### config.mk
export PLATFORM = sky130hd
export DESIGN_NAME = programmer_master
export DESIGN_NICKNAME = d
export VERILOG_FILES = /design/src/rtl/programmer_master.sv
export SDC_FILE = /design/constraint.sdc
export NUM_CORES = 1
export LEC_CHECK = 0
export ABC_AREA = 0
export CAP_MARGIN = 25
export CORE_MARGIN = 1.5
export CORE_UTILIZATION = 47
export DETAILED_ROUTE_END_ITERATION = 10
export GPL_ROUTABILITY_DRIVEN = 0
export HOLD_SLACK_MARGIN = 0.05
export PLACE_DENSITY = 0.76
export SLEW_MARGIN = 20
export SYNTH_ARGS = -nofsm -noshare
export SYNTH_HDL_FRONTEND = slang
export SYNTH_SLANG_ARGS = --single-unit
### constraint.sdc
create_clock -name clk -period 1.9 [get_ports clk]
set_input_delay 0.57 -clock clk [delete_from_list [all_inputs] [get_ports clk]]
set_output_delay 0.57 -clock clk [all_outputs]
set_load 0.005 [all_outputs]
### src/rtl/programmer_master.sv
// programmer_master: SPI mode-00 host transmitter that shifts a NUM_BITS word
// LSB first into the on-chip programmer and commits it with a CS rising edge.
// Optional DRESET pulse generator is enabled by defining PROG_MASTER_DRESET_EN.
module programmer_master #(
    parameter int NUM_BITS = 98,
    parameter int CLK_DIV  = 4,
    parameter int DRST_LEN = 8
) (
    input  logic                clk,
    input  logic                reset,
    input  logic                start,
    input  logic [NUM_BITS-1:0] data_in,
`ifdef PROG_MASTER_DRESET_EN
    input  logic                dreset_req,
`endif
    output logic                busy,
    output logic                done,
    output logic                CS,
    output logic                SCLK,
    output logic                SDI
);

    localparam int BW = $clog2(NUM_BITS);
    localparam int CW = $clog2(CLK_DIV) + 1;
    localparam logic [CW-1:0] CNT_END = CW'(CLK_DIV - 1);
    localparam logic [BW-1:0] BIT_END = BW'(NUM_BITS - 1);

`ifdef PROG_MASTER_DRESET_EN
    localparam int DW = $clog2(DRST_LEN) + 1;
    localparam logic [DW-1:0] DRST_END = DW'(DRST_LEN - 1);
`endif

    typedef enum logic [2:0] {
        IDLE,
        LEAD,
        HIGH,
        LOW,
        TAIL,
        LATCH
`ifdef PROG_MASTER_DRESET_EN
        , DRST
`endif
    } state_t;

    state_t                state;
    logic [CW-1:0]         cnt;
    logic [BW-1:0]         bitcnt;
    logic [NUM_BITS-1:0]   shreg;
    logic                  phase_end;

`ifdef PROG_MASTER_DRESET_EN
    logic [DW-1:0]         dcnt;
`endif

    assign phase_end = (cnt == CNT_END);

    // Transfer sequencer: every output is set on the edge entering its state.
    always_ff @(posedge clk) begin
        if (!reset) begin
            state  <= IDLE;
            cnt    <= '0;
            bitcnt <= '0;
            shreg  <= '0;
            busy   <= 1'b0;
            done   <= 1'b0;
            CS     <= 1'b1;
            SCLK   <= 1'b0;
            SDI    <= 1'b0;
`ifdef PROG_MASTER_DRESET_EN
            dcnt   <= '0;
`endif
        end else begin
            done <= 1'b0;
            cnt  <= phase_end ? '0 : cnt + 1'b1;
            case (state)
                IDLE: begin
                    cnt <= '0;
                    if (start) begin
                        shreg  <= data_in;
                        bitcnt <= '0;
                        SDI    <= data_in[0];
                        CS     <= 1'b0;
                        busy   <= 1'b1;
                        state  <= LEAD;
                    end
`ifdef PROG_MASTER_DRESET_EN
                    else if (dreset_req) begin
                        SCLK  <= 1'b1;
                        busy  <= 1'b1;
                        dcnt  <= '0;
                        state <= DRST;
                    end
`endif
                end
                LEAD: begin
                    if (phase_end) begin
                        SCLK  <= 1'b1;
                        state <= HIGH;
                    end
                end
                HIGH: begin
                    if (phase_end) begin
                        SCLK <= 1'b0;
                        if (bitcnt == BIT_END) begin
                            SDI   <= 1'b0;
                            state <= TAIL;
                        end else begin
                            shreg  <= shreg >> 1;
                            bitcnt <= bitcnt + 1'b1;
                            SDI    <= shreg[1];
                            state  <= LOW;
                        end
                    end
                end
                LOW: begin
                    if (phase_end) begin
                        SCLK  <= 1'b1;
                        state <= HIGH;
                    end
                end
                TAIL: begin
                    if (phase_end) begin
                        CS    <= 1'b1;
                        state <= LATCH;
                    end
                end
                LATCH: begin
                    if (phase_end) begin
                        busy  <= 1'b0;
                        done  <= 1'b1;
                        state <= IDLE;
                    end
                end
`ifdef PROG_MASTER_DRESET_EN
                DRST: begin
                    dcnt <= dcnt + 1'b1;
                    if (dcnt == DRST_END) begin
                        SCLK  <= 1'b0;
                        busy  <= 1'b0;
                        state <= IDLE;
                    end
                end
`endif
                default: state <= IDLE;
            endcase
        end
    end

endmodule

# ---- Word level (Yosys, flattened, before mapping)
# Cells that the tools add are included.
dict set report op_classes {
  add_sub_neg 2
  eq_ne 13
  muxes 27
  n_bitwise 1
  n_reduce_logical 14
}
# cell count
set ops {}
lappend ops {{$mux 98} 3}
lappend ops {{$pmux 98 s2} 1}
lappend ops {{$mux 7} 3}
lappend ops {{$mux 3} 6}
lappend ops {{$pmux 3 s5} 1}
lappend ops {{$pmux 7 s2} 1}
lappend ops {{$reduce_and 3->1} 4}
lappend ops {{$ne 2x2->1 const B} 5}
lappend ops {{$eq 3x2->1 const B} 3}
lappend ops {{$mux 1} 8}
lappend ops {{$pmux 1 s2} 4}
lappend ops {{$reduce_bool 2->1} 4}
lappend ops {{$add 7x1->7 const B} 1}
lappend ops {{$eq 7x7->1 const B} 1}
lappend ops {{$eq 3x3->1 const B} 2}
lappend ops {{$reduce_and 5->1} 1}
lappend ops {{$reduce_and 4->1} 1}
lappend ops {{$add 3x1->3 const B} 1}
lappend ops {{$eq 3x1->1 const B} 1}
lappend ops {{$logic_not 3->1} 1}
lappend ops {{$reduce_or 3->1} 1}
lappend ops {{$ne 2x1->1 const B} 1}
lappend ops {{$reduce_and 2->1} 1}
lappend ops {{$reduce_or 2->1} 1}
lappend ops {{$not 1->1} 1}
dict set report word_totals {
  ff_bits 116
  input_bits 101
  output_inout_bits 5
  elab_cells 66
}

# ---- Longest topological paths before layout
# Gate-level depths: netlist of the first run.
dict set report depth {
  depth_word 4
  depth_mapped 8
  ltp_nobuf 6
}

# ---- Worst setup path after synthesis of the first run
# Ideal clock, no wire load.
dict set report synth_path {
  kind {reg2reg}
  start {register bitcnt[2]}
  end {register shreg[70]}
  setup_ns 0.146
  t_arrival_ns 1.687
  t_required_ns 1.754
  setup_slack_ns 0.066
  path_stages_with_launch 7
  path_buffers 2
  synth_period_minus_slack_ns 1.834
  path_cell_list {dfxtp_1 or4b_4 o311a_4 buf_2 buf_2 nor2_1 a211oi_2}
}
dict set report synth_via {
  elab_chain_cells 3
}
# element line
set synth_lines {}
lappend synth_lines {{start, declared} 47} ;# logic [BW-1:0] bitcnt;
lappend synth_lines {{start signal, assigned} 109} ;# bitcnt <= bitcnt + 1'b1;
lappend synth_lines {{$eq 7x7->1} 104} ;# if (bitcnt == BIT_END) begin
lappend synth_lines {{$ne 2x2->1 (no source line)} n/a}
lappend synth_lines {{$reduce_and 4->1 (no source line)} n/a}
lappend synth_lines {{end signal, assigned} 79} ;# shreg <= data_in;
lappend synth_lines {{end signal, assigned} 108} ;# shreg <= shreg >> 1;
lappend synth_lines {{end, declared} 48} ;# logic [NUM_BITS-1:0] shreg;
# Every way passes these cells.
# A chain may end at the register's enable or synchronous reset.

# ---- Worst setup path after layout of the first run
dict set report layout_path {
  start {register bitcnt[2]}
  end {register shreg[26]}
}
# The elaborated chain is that of the path after synthesis.

==> impl_metrics.yaml, run 1 <==
flow_run:
  drv_cap: 0
yosys:
  syn_area_mm2: 0.00557
  avgSynthCellArea_um2: 10.5
  synth_flop_cell: "dfxtp_1"
  synth_top_area_frac: 0.413
  synth.yosys.seq_area_share: 0.413
  yosysMostFrequentCell: "dfxtp_1"
  async_flop_share: 0
  synth-edff-count: 0
  yosys.area.top_type: "dfxtp_1"
  synth_common_cells: "dfxtp_1 (115), nor2_1 (106), mux2i_1 (97)"
  synth_cells: 532
  ys_types: 34
  synth-seq-cells: 115
  ys_warn_count: 0
  synth_nets: 637
  synthTopCellsByArea: "dfxtp_1 (41%), a211oi_2 (20%), mux2i_1 (17%), nor2_1 (7.1%), buf_6 (2.0%)"
place:
  pre_cts_slack_ps: -420
  dp.cells: 762
  numPortBuffers: 105
  hpwl_mm: 8.05
clocking:
  cts_buffers: 17
  cts_buffer_depth: 2
  clk_pin_slew_worst_paths_ps: 50
  clock_sinks: 115
  cts_tree: "built"
  hold_buffers: 0
  post_cts_buffers: 0
  clk_latency_ps: 400
  root_buffer: "clkbuf_16"
  h-tree-depth: 4
sta:
  relSlewSlack: 0.650
  maxSlewViolCount: 0
  whs_ps: 419
  tightest_slew_ps: 523
  fin_crit_sh: 1.01
  fin_ws_ps: -19.6
  skew_ps: 8.76
  tns_ps: -49.7
  rsz0062_at_grt: "yes"
  hold_viol_final: 0
  max_freq_mhz: 521
  finalSetupViolations: 4
  fin_crit_ps: 1920
global_routing:
  grt.overflow.total: 0
  grt_pass1_wl_mm: 19.7
  grt_pass1_vias: 4295
  antenna_found_initial: 0
  grt_max_degree: 61
  grt_use_total: 0.191
critical_path:
  required_ps: 2180
  max_stage_delay_ps: 600
  cp_max_fo: 13
  path_buf_inv: 1
  start_kind: "flip-flop"
  arrival_ps: 2200
  slowest_stage: "or4b_4"
  crit_type: "reg -> reg"
  cp_cell_sequence: "or4b_4 > o311a_4 > clkbuf_16 > nor2_1 > a211oi_2"
  end_kind: "flip-flop"
  path_delay_family: "simple AND/OR/NAND/NOR gates"
detailed_routing:
  drc: 0
  detail-route-antenna-nets: 0
  vias: 4477
  wl_mm: 13.6
  via_per_inst: 5.57
  wl_per_cell_um: 16.9
  drtIter0Drc: 196
  dr.pass1.iters: 4
floorplanning:
  dieArea_mm2: 0.0125
  die_y_um: 112
  die_w_um: 112
  rows: 39
  ios: 106
  core_area_mm2: 0.0115
  start_util: 0.486
power_and_ir_drop:
  switching_share: 0.230
  power.density_mw_per_mm2: 915
  clock_power_share: 0.484
  ir_drop_uv: 665
  p_switching_mw: 1.64
  intPower_mw: 5.51
  p_leak_nw: 2.64
  seq_power_share: 0.377
  comb_power_share: 0.139
hold_path:
  hold_class: "reg -> reg"
final_layout:
  nFillCells: 851
  area.sequential_mm2: 0.00231
  diodes: 0
  syn_to_final_growth_pct: 40.1
  final_nets: 754
  fin_util: 0.681
  drive_above_1_share: 0.292
  final_cells: 804
  multi_input_area_mm2: 0.00311
outcome:
  status: "finished with violations"
  violations: "setup timing"
==> path summary, 6_finish.rpt <==
path	startpoint	cells after the start	end	slack [ps]
max reg2reg	bitcnt[2]	5	shreg[26]	-20
min	cnt[0]	1	cnt[0]	420
max	bitcnt[2]	5	shreg[26]	-20
min reg2reg	cnt[0]	1	cnt[0]	420
==> per-stage QoR <==
step           area (um2)  total power [mW]
2_1_floorplan        5570              3.26
3_3_place_gp         6870              3.57
3_5_place_dp         6870              3.61
4_1_cts              7520              7.07
5_1_grt              7810              7.39
6_report             7810              7.15
==> worst reg2reg max path, delay by kind of cell, from the launching register on <==
family | cells | cell delay, ps
AND/OR/NAND/NOR | 2 | 740
AO/OA/AOI/OAI | 2 | 530
flip-flops | 1 | 320
buffers and inverters | 1 | 210
==> flip-flops by register name, summed over array words and instances, names as in the netlist <==
| register | cells |
|---|---|
| SCLK | 1 |
| CS | 1 |
| cnt | 3 |
| done | 1 |
| busy | 1 |
| shreg | 97 |
| state | 3 |
| SDI | 1 |
| bitcnt | 7 |
==> area by class of cell <==
class / instances / area share
Clock buffer: 20 / 0.0585
Multi-Input combinational cell: 368 / 0.398
Tap cell: 143 / 0.0229
Sequential cell: 115 / 0.295
Inverter: 6 / 0.00320
Clock inverter: 11 / 0.0234
Timing Repair Buffer: 141 / 0.199
==> layer usage <==
layer | wire, um | track usage | up-vias
met4 | 184 | 0.0692 | 0
li1 | - | - | 2186
met2 | 6540 | 0.312 | 125
met1 | 6160 | 0.238 | 2150
met5 | 0 | 0 | -
met3 | 726 | 0.0577 | 16
==> repair_timing <==
item                       4_1_cts  5_1_grt
gates cloned                     0       11
gates resized for setup          2       34
pin swaps                        0        2
setup endpoints to repair        5       52
==> kinds of logic (layout without fill, tap and decap cells) <==
logic type               after synthesis  count (layout)  synth area share
AND/OR/NAND/NOR                      137             137             0.101
AO/OA/AOI/OAI                        127             129             0.250
flip-flops                           115             115             0.413
multiplexers                          98              98             0.176
buffers and inverters                 51             178            0.0503
adder cells (fa/ha/maj)                4               4           0.00898
==> placed cells by master, fill, tap and decap left out, types with 8 or more instances in the layout <==
master	count
clkdlybuf4s50_1	105
nor2_1	82
dfxtp_1	114
mux2i_1	97
a211oi_2	92
nor2_2	24
o21ai_0	10
nand3_1	8
clkbuf_16	21
buf_4	16
nand2_1	10
==> power groups by stage <==
stage / logic [mW] / registers, mW / clock network [mW]
global placement: 0.843 / 2.73 / 0
global route: 1.07 / 2.71 / 3.61
finish: 0.992 / 2.69 / 3.46
CTS: 0.885 / 2.68 / 3.50
floorplan: 0.554 / 2.71 / 0
detailed placement: 0.876 / 2.73 / 0
Power figures use the tool's default switching activity.
==> run 2: changes to the inputs <==
Settings changed: CORE_MARGIN 1.5 to 2, CORE_UTILIZATION 47 to 49, CTS_BUF_LIST set to sky130_fd_sc_hd__clkbuf_8, PLACE_DENSITY 0.76 to 0.79.
==> run 2 against run 1 <==
The run still ends with setup timing left. Global-route usage increased by 0.33 points. Worst hold slack got worse by 15 ps. First-iteration DRC count increased by 34%. Count of clock-buffer cells in the layout unchanged. Sequential share of layout area increased by 0.071 points. Maximum frequency down 2.4%. Via count down 0.60%. Wire length grew 0.86%. Largest power group is now registers.
==> impl_metrics.yaml, run 2 (synthesis gave the netlist of run 1 again) <==
outcome:
  status: "finished with violations"
  violations: "setup timing"
critical_path:
  arrival_ps: 2280
  reg2regPathDepth: 5
  reg2reg_to: "shreg[60]"
  cp_max_fo: 28
  end_kind: "flip-flop"
  reg2reg_slack_ps: -70
  start_kind: "flip-flop"
  crit_type: "reg -> reg"
  r2r_start: "bitcnt[4]"
  required_ps: 2220
flow_run:
  drv_cap: 0
clocking:
  root_buffer: "clkbuf_8"
  cts_buffer_depth: 2
  clk_pin_slew_worst_paths_ps: 70
  hold_buffers: 0
  clock_sinks: 115
  cts_tree: "built"
  h-tree-depth: 4
  cts_buffers: 17
  clk_latency_ps: 420
sta:
  hold_viol_final: 0
  tightest_slew_ps: 424
  relSlewSlack: 0.713
  skew_ps: 12.7
  rsz0062_at_grt: "yes"
  fin_ws_ps: -67.6
  finalSetupViolations: 17
  tns_ps: -314
  whs_ps: 404
  fin_crit_ps: 1970
  maxSlewViolCount: 0
  fin_crit_sh: 1.04
  max_freq_mhz: 508
final_layout:
  final_common_cell: "dfxtp_1"
  largest_register: "shreg"
  nFillCells: 758
  top_regs: "shreg (97), bitcnt (7)"
  multi_input_area_mm2: 0.00329
  largest_reg_flops: 97
  area.sequential_mm2: 0.00231
  drive_above_1_share: 0.340
  final_nets: 747
  diodes: 0
  fin_util: 0.711
  final_cells: 795
  layout_common_cells: "dfxtp_1 (109), clkdlybuf4s50_1 (104), mux2i_1 (97)"
  stdcell_area_mm2: 0.00781
  syn_to_final_growth_pct: 40.2
global_routing:
  antenna_found_initial: 0
  grt.overflow.total: 0
  grt_max_degree: 57
  grt_use_total: 0.194
  grt_pass1_vias: 4279
  grt_pass1_wl_mm: 19.8
place:
  placed_area_mm2: 0.00680
  numPortBuffers: 105
  dp.cells: 751
  hpwl_mm: 8.18
  pre_cts_slack_ps: -456
floorplanning:
  rows: 38
  ios: 106
  start_util: 0.507
  dieArea_mm2: 0.0122
  core_area_mm2: 0.0110
  die_y_um: 111
  die_w_um: 111
hold_path:
  min_from: "cnt[0]"
  holdPathStages: 1
  hold_class: "reg -> reg"
  hold_path_end: "cnt[0]"
detailed_routing:
  vias: 4450
  drtIter0Drc: 263
  wl_mm: 13.7
  detail-route-antenna-nets: 0
  dr.pass1.iters: 5
  drc: 0
  wl_per_cell_um: 17.3
  via_per_inst: 5.60
power_and_ir_drop:
  ir_drop_uv: 475
  p_total_mw: 6.41
  power.density_mw_per_mm2: 821
  p_leak_nw: 2.59
[run 2: cell count changes in the layout (fill, tap and decap cells not counted), sizes merged, moves of 2 or more]
cell and delta:
o311a -2, inv +3, buf -6, clkinv -3
[run 2: power breakdown]
part | switching, mW | internal [mW] | leakage [nW]
Combinational | 0.488 | 0.572 | 1.40
Clock | 0.981 | 1.65 | 0.239
Sequential | 0.132 | 2.59 | 0.953
[run 2: worst max path at each step]
stage | from | to | slack [ps] | cells past startpoint
global placement | start | shreg[72] | -370 | 6
CTS | SDI | SDI | 20 | 1
detailed placement | start | shreg[51] | -460 | 6
floorplan | bitcnt[2] | shreg[70] | 70 | 6
global route | cnt[0] | shreg[60] | -120 | 8
finish | bitcnt[4] | shreg[60] | -70 | 5
[run 2: metal layers]
metal	global-route usage	wire length, um
met1	0.252	6110
met2	0.315	6790
met3	0.0450	624
met4	0.0725	199
met5	0	0
[run 2: cell type report]
cell class / instances / area share
clock buffer: 20 / 0.0352
tap: 140 / 0.0224
sequential: 115 / 0.296
timing repair buffer: 136 / 0.198
multi-input combinational: 366 / 0.421
inverter: 6 / 0.00320
clock inverter: 12 / 0.0239
[run 2: worst max-delay path, cell delays in order, from the launching register on]
cell and delay (ps):
dfxtp_2 320, or4b_4 540, o311a_4 420, buf_4 170
buf_12 160, a211oi_1 250
[run 2: repair_timing]
item	in CTS	in global routing
hold endpoints to repair	0	0
endpoints found under the setup margin	1	85
resized for setup	3	97
setup buffers	0	4
pin swaps	0	7
cloned	0	8
